### src/rtl/fir4_pkg.sv
// Shared constants and types for the 4-tap moving-sum FIR.
// Build option: FIR4_CSA_EN selects the carry-save adder tree.
package fir4_pkg;

  localparam int TAPS  = 4;
  localparam int W_DEF = 4;

  typedef logic [W_DEF-1:0] sample_t;
  typedef sample_t [TAPS-1:0] tap_arr_t;

  function automatic int sum_w(input int w);
    return w + 2;
  endfunction

endpackage

### src/rtl/fir4_rca_add.sv
// n-bit ripple-carry adder built from a chain of full adders.
module rca_add #(
  parameter int n = 4
) (
  input  logic [n-1:0] x,
  input  logic [n-1:0] y,
  input  logic         cin,
  output logic [n-1:0] sum,
  output logic         cout
);

  logic [n:0] c;

  assign c[0] = cin;

  for (genvar i = 0; i < n; i++) begin : g_fa
    assign sum[i]  = x[i] ^ y[i] ^ c[i];
    assign c[i+1]  = (x[i] & y[i]) | (c[i] & (x[i] ^ y[i]));
  end

  assign cout = c[n];

endmodule

### src/rtl/fir4_rca.sv
// 4-tap unsigned moving-sum FIR with a registered output.
// Build option: FIR4_CSA_EN selects a 4:2 carry-save tree.
module fir4_rca
  import fir4_pkg::*;
#(
  parameter int w = 4
) (
  input  logic             clk,
  input  logic             reset,
  input  logic [w-1:0]     a,
  output logic [w+1:0]     s
);

  localparam int SW = sum_w(w);

  logic [w-1:0]  ar, br, cr, dr;
  logic [SW-1:0] tot;

`ifdef FIR4_CSA_EN
  logic [w-1:0] s1, c1;
  logic [w:0]   s1e, c1s, de, s2;
  logic [w-1:0] c2;

  assign s1  = ar ^ br ^ cr;
  assign c1  = (ar & br) | (ar & cr) | (br & cr);
  assign s1e = {1'b0, s1};
  assign c1s = {c1, 1'b0};
  assign de  = {1'b0, dr};
  assign s2  = s1e ^ c1s ^ de;
  // carry out of bit w is always 0, so only w carry bits exist
  assign c2  = (s1e[w-1:0] & c1s[w-1:0])
             | (s1e[w-1:0] & de[w-1:0])
             | (c1s[w-1:0] & de[w-1:0]);

  rca_add #(.n(w+1)) u_fin (
    .x    (s2),
    .y    ({c2, 1'b0}),
    .cin  (1'b0),
    .sum  (tot[w:0]),
    .cout (tot[w+1])
  );
`else
  logic [w:0] ab, cd;

  rca_add #(.n(w)) u_ab (
    .x    (ar),
    .y    (br),
    .cin  (1'b0),
    .sum  (ab[w-1:0]),
    .cout (ab[w])
  );

  rca_add #(.n(w)) u_cd (
    .x    (cr),
    .y    (dr),
    .cin  (1'b0),
    .sum  (cd[w-1:0]),
    .cout (cd[w])
  );

  rca_add #(.n(w+1)) u_fin (
    .x    (ab),
    .y    (cd),
    .cin  (1'b0),
    .sum  (tot[w:0]),
    .cout (tot[w+1])
  );
`endif

  always_ff @(posedge clk) begin
    if (reset) begin
      ar <= '0;
      br <= '0;
      cr <= '0;
      dr <= '0;
      s  <= '0;
    end else begin
      ar <= a;
      br <= ar;
      cr <= br;
      dr <= cr;
      s  <= tot;
    end
  end

endmodule

### config.mk
export PLATFORM = sky130hd
export DESIGN_NAME = fir4_rca
export DESIGN_NICKNAME = d
export VERILOG_FILES = /design/src/rtl/fir4_pkg.sv /design/src/rtl/fir4_rca_add.sv /design/src/rtl/fir4_rca.sv
export SDC_FILE = /design/constraint.sdc
export NUM_CORES = 1
export LEC_CHECK = 0
export BUFFER_PORTS_ARGS = -buffer_cell sky130_fd_sc_hd__buf_4
export CAP_MARGIN = 40
export CORE_UTILIZATION = 45
export CTS_CLUSTER_SIZE = 30
export DETAILED_ROUTE_END_ITERATION = 8
export HOLD_SLACK_MARGIN = 0.02
export PLACE_DENSITY = 0.69
export SETUP_SLACK_MARGIN = 0.3
export SYNTH_ARGS = -nofsm -noshare
export SYNTH_HDL_FRONTEND = slang
export SYNTH_SLANG_ARGS = --single-unit
export TNS_END_PERCENT = 30
### constraint.sdc
create_clock -name clk -period 3.95 [get_ports clk]
set_input_delay 0.1975 -clock clk [delete_from_list [all_inputs] [get_ports clk]]
set_output_delay 0.1975 -clock clk [all_outputs]
set_load 0.005 [all_outputs]
==> results.toml <==
[grt]
grt.total_usage = 0.120
grt_start_max_net_pins = 23
grt_pass1_vias = 445
grt_pass1_wl_mm = 1.79
overflow = 0
antenna_found_initial = 0

[power]
combPwrFrac = 0.110
seqPwrFrac = 0.634
finalPower_uw = 372
switchingPower_uw = 81.1
p_sw_frac = 0.218
ir_drop_uv = 182
power_density_nw_per_um2 = 353
p_leak_nw = 0.488
p_int_uw = 291
clock_power_share = 0.256

[sta]
maxSlewHeadroom = 0.806
timing.hold.ws_ns = 0.101
setup_violations = 0
period_needed_ns = 2.94
tns_ns = 0
worst_slack_ns = 1.01
slew_viol_final = 0
fin_crit_sh = 0.744
hold_violations = 0
max_freq_mhz = 340
rsz0062_at_grt = "no"
worst_pin_slew_ns = 0.291
fin_skew_ns = 0.00123

[cells_and_area]
area_delta_synth_final_pct = 12.4
finalInstanceArea_um2 = 1050
drive_above_1_share = 0.333
diodes = 0
fin_cells = 114
final_util = 0.538
nNetsFinal = 108

[yosys]
synth_area_per_cell_um2 = 12.5
synth_area_leader_cell = "dfxtp_1"
yosys_warnings = 0
yosysSeqAreaShare = 0.469
netlist_top_cells_area = "dfxtp_1 47%, fa_1 21%, nor2b_2 14%"
syn_area_um2 = 938
syn_inst = 75
syn-num-nets = 94
synth_top_area_share = 0.469
ys_ff_latch = 22
yosysUniqueCellTypes = 8

[setup_path]
crit_family = "adder cells"
worstPathArrival_ns = 3.13
critPathBufInv = 2
reg2reg_depth = 9
r2r-start = "ar[0]"
startpoint_type = "flop"
worstReg2RegEnd = "s[4]"
end_kind = "flop"
critPathMaxStageDelay_ns = 0.47
crit_fanout = 2
reg2reg_slack_ns = 1.01
crit_type = "flop to flop"
crit_path_cell_trace = "ha_1, inv_1, fa_1, inv_1, fa_1, fa_1, fa_1, fa_1, nor2b_2"
worst-path-stages = 9
slowest_stage = "fa_1"
cp.required_ns = 4.14
path_common_cell = "fa_1"

[routing]
wl_met2_um = 520
wl_met3_um = 27
drt_iter0_drc = 8
routed_via_density = 4.09
ant_nets = 0
drc = 0
route.vias.total = 466
post_drt_wl_per_cell_um = 9.08
drt-met1-wl_um = 454
drt-total-wl_mm = 1.04
highest_layer = "met4"
drt-pass1-iter-count = 4

[clocking]
numClockSinks = 22
worstSkewPairLatency_ns = 0.30
clk_path_buf_depth = 2
cts_setup_buffers = 0
post_cts_resized = 0
cts_root_buffer = "clkbuf_4"
cts_buffers = 3
cts_max_level = 1
clkTransAtPathRegs_ns = 0.11
cts_tree = "done"
ctsHoldBuffers = 0

[place]
portBuffers = 11
place_congestion = 0.648
dp_cells = 111
pre_cts_ws_ns = 0.997
dpl_cell_area_um2 = 1030
dp_hpwl_um = 796

[floorplanning]
initial_core_util = 0.478
die_w_um = 47.7
coreArea_um2 = 1960
design.die.area_um2 = 2270
rows = 16
die_h_um = 47.7
io_pins = 12

[min_path]
hold_depth = 2
hold_end = "ar[2]"
hp-class = "primary input to flop"
hold_path_startpoint = "a[2]"

[status]
status = "completed"

[flow_run]
max-cap-violations = 0
layout make-up:
type	instances	area [µm²]
clock buffers	3	22.5
fillers	196	907
inverters	16	60.1
multi-input cells	35	415
flip-flops and latches	22	440
well taps	27	33.8
repair buffers	11	82.6
layout by cell type (no fill, tap or decap), drive strengths merged:
cell type | synthesis | final
and2b | 2 | 2
buf | 2 | 11
clkbuf | 0 | 3
dfxtp | 22 | 22
fa | 10 | 10
ha | 3 | 3
inv | 16 | 16
nor2b | 20 | 20
sequential cells by signal, summed over array words and instances (netlist names):
signal	count
cr	4
dr	4
ar	4
s	6
br	4
power by group through the flow:
stage	Combinational, mW	Sequential (mW)	Clock [mW]
detailed placement	0.0418	0.241	0
global placement	0.0409	0.241	0
global route	0.0478	0.238	0.112
floorplan	0.0268	0.241	0
CTS	0.0423	0.236	0.102
finish	0.0411	0.236	0.0954
Yosys cell counts:
| library cell | count |
|---|---|
| ha_1 | 3 |
| inv_1 | 16 |
| nor2b_1 | 5 |
| buf_6 | 2 |
| dfxtp_1 | 22 |
| fa_1 | 10 |
| nor2b_2 | 15 |
| and2b_1 | 2 |
logic make-up after synthesis:
kind of cell	share of synthesized area
and+or+nand+nor	0.189
buffers and inverters	0.0880
adders and majority gates	0.253
DFF	0.469
worst max-delay path by stage:
stage | startpoint | to | slack [ns]
5_1_grt | ar[0] | s[4] | 0.88
3_5_place_dp | ar[0] | s[4] | 1.0
2_1_floorplan | ar[0] | s[4] | 1.10
4_1_cts | ar[0] | s[4] | 0.99
3_3_place_gp | br[0] | s[4] | 1.03
6_report | ar[0] | s[4] | 1.01
worst register-to-register path, delay by kind of cell (launching register included):
kind                       cells  cell delay (ns)
adders and majority gates      6             2.23
DFF                            1             0.35
and+or+nand+nor                1             0.15
buffers and inverters          2             0.10
routing by layer:
metal | up-vias | GRT usage
li1 | 236 | -
met1 | 217 | 0.145
met2 | 9 | 0.186
met3 | 4 | 0.0226
met4 | 0 | 0.100
met5 | - | 0
Note: power is estimated with default switching activity, not from simulation.
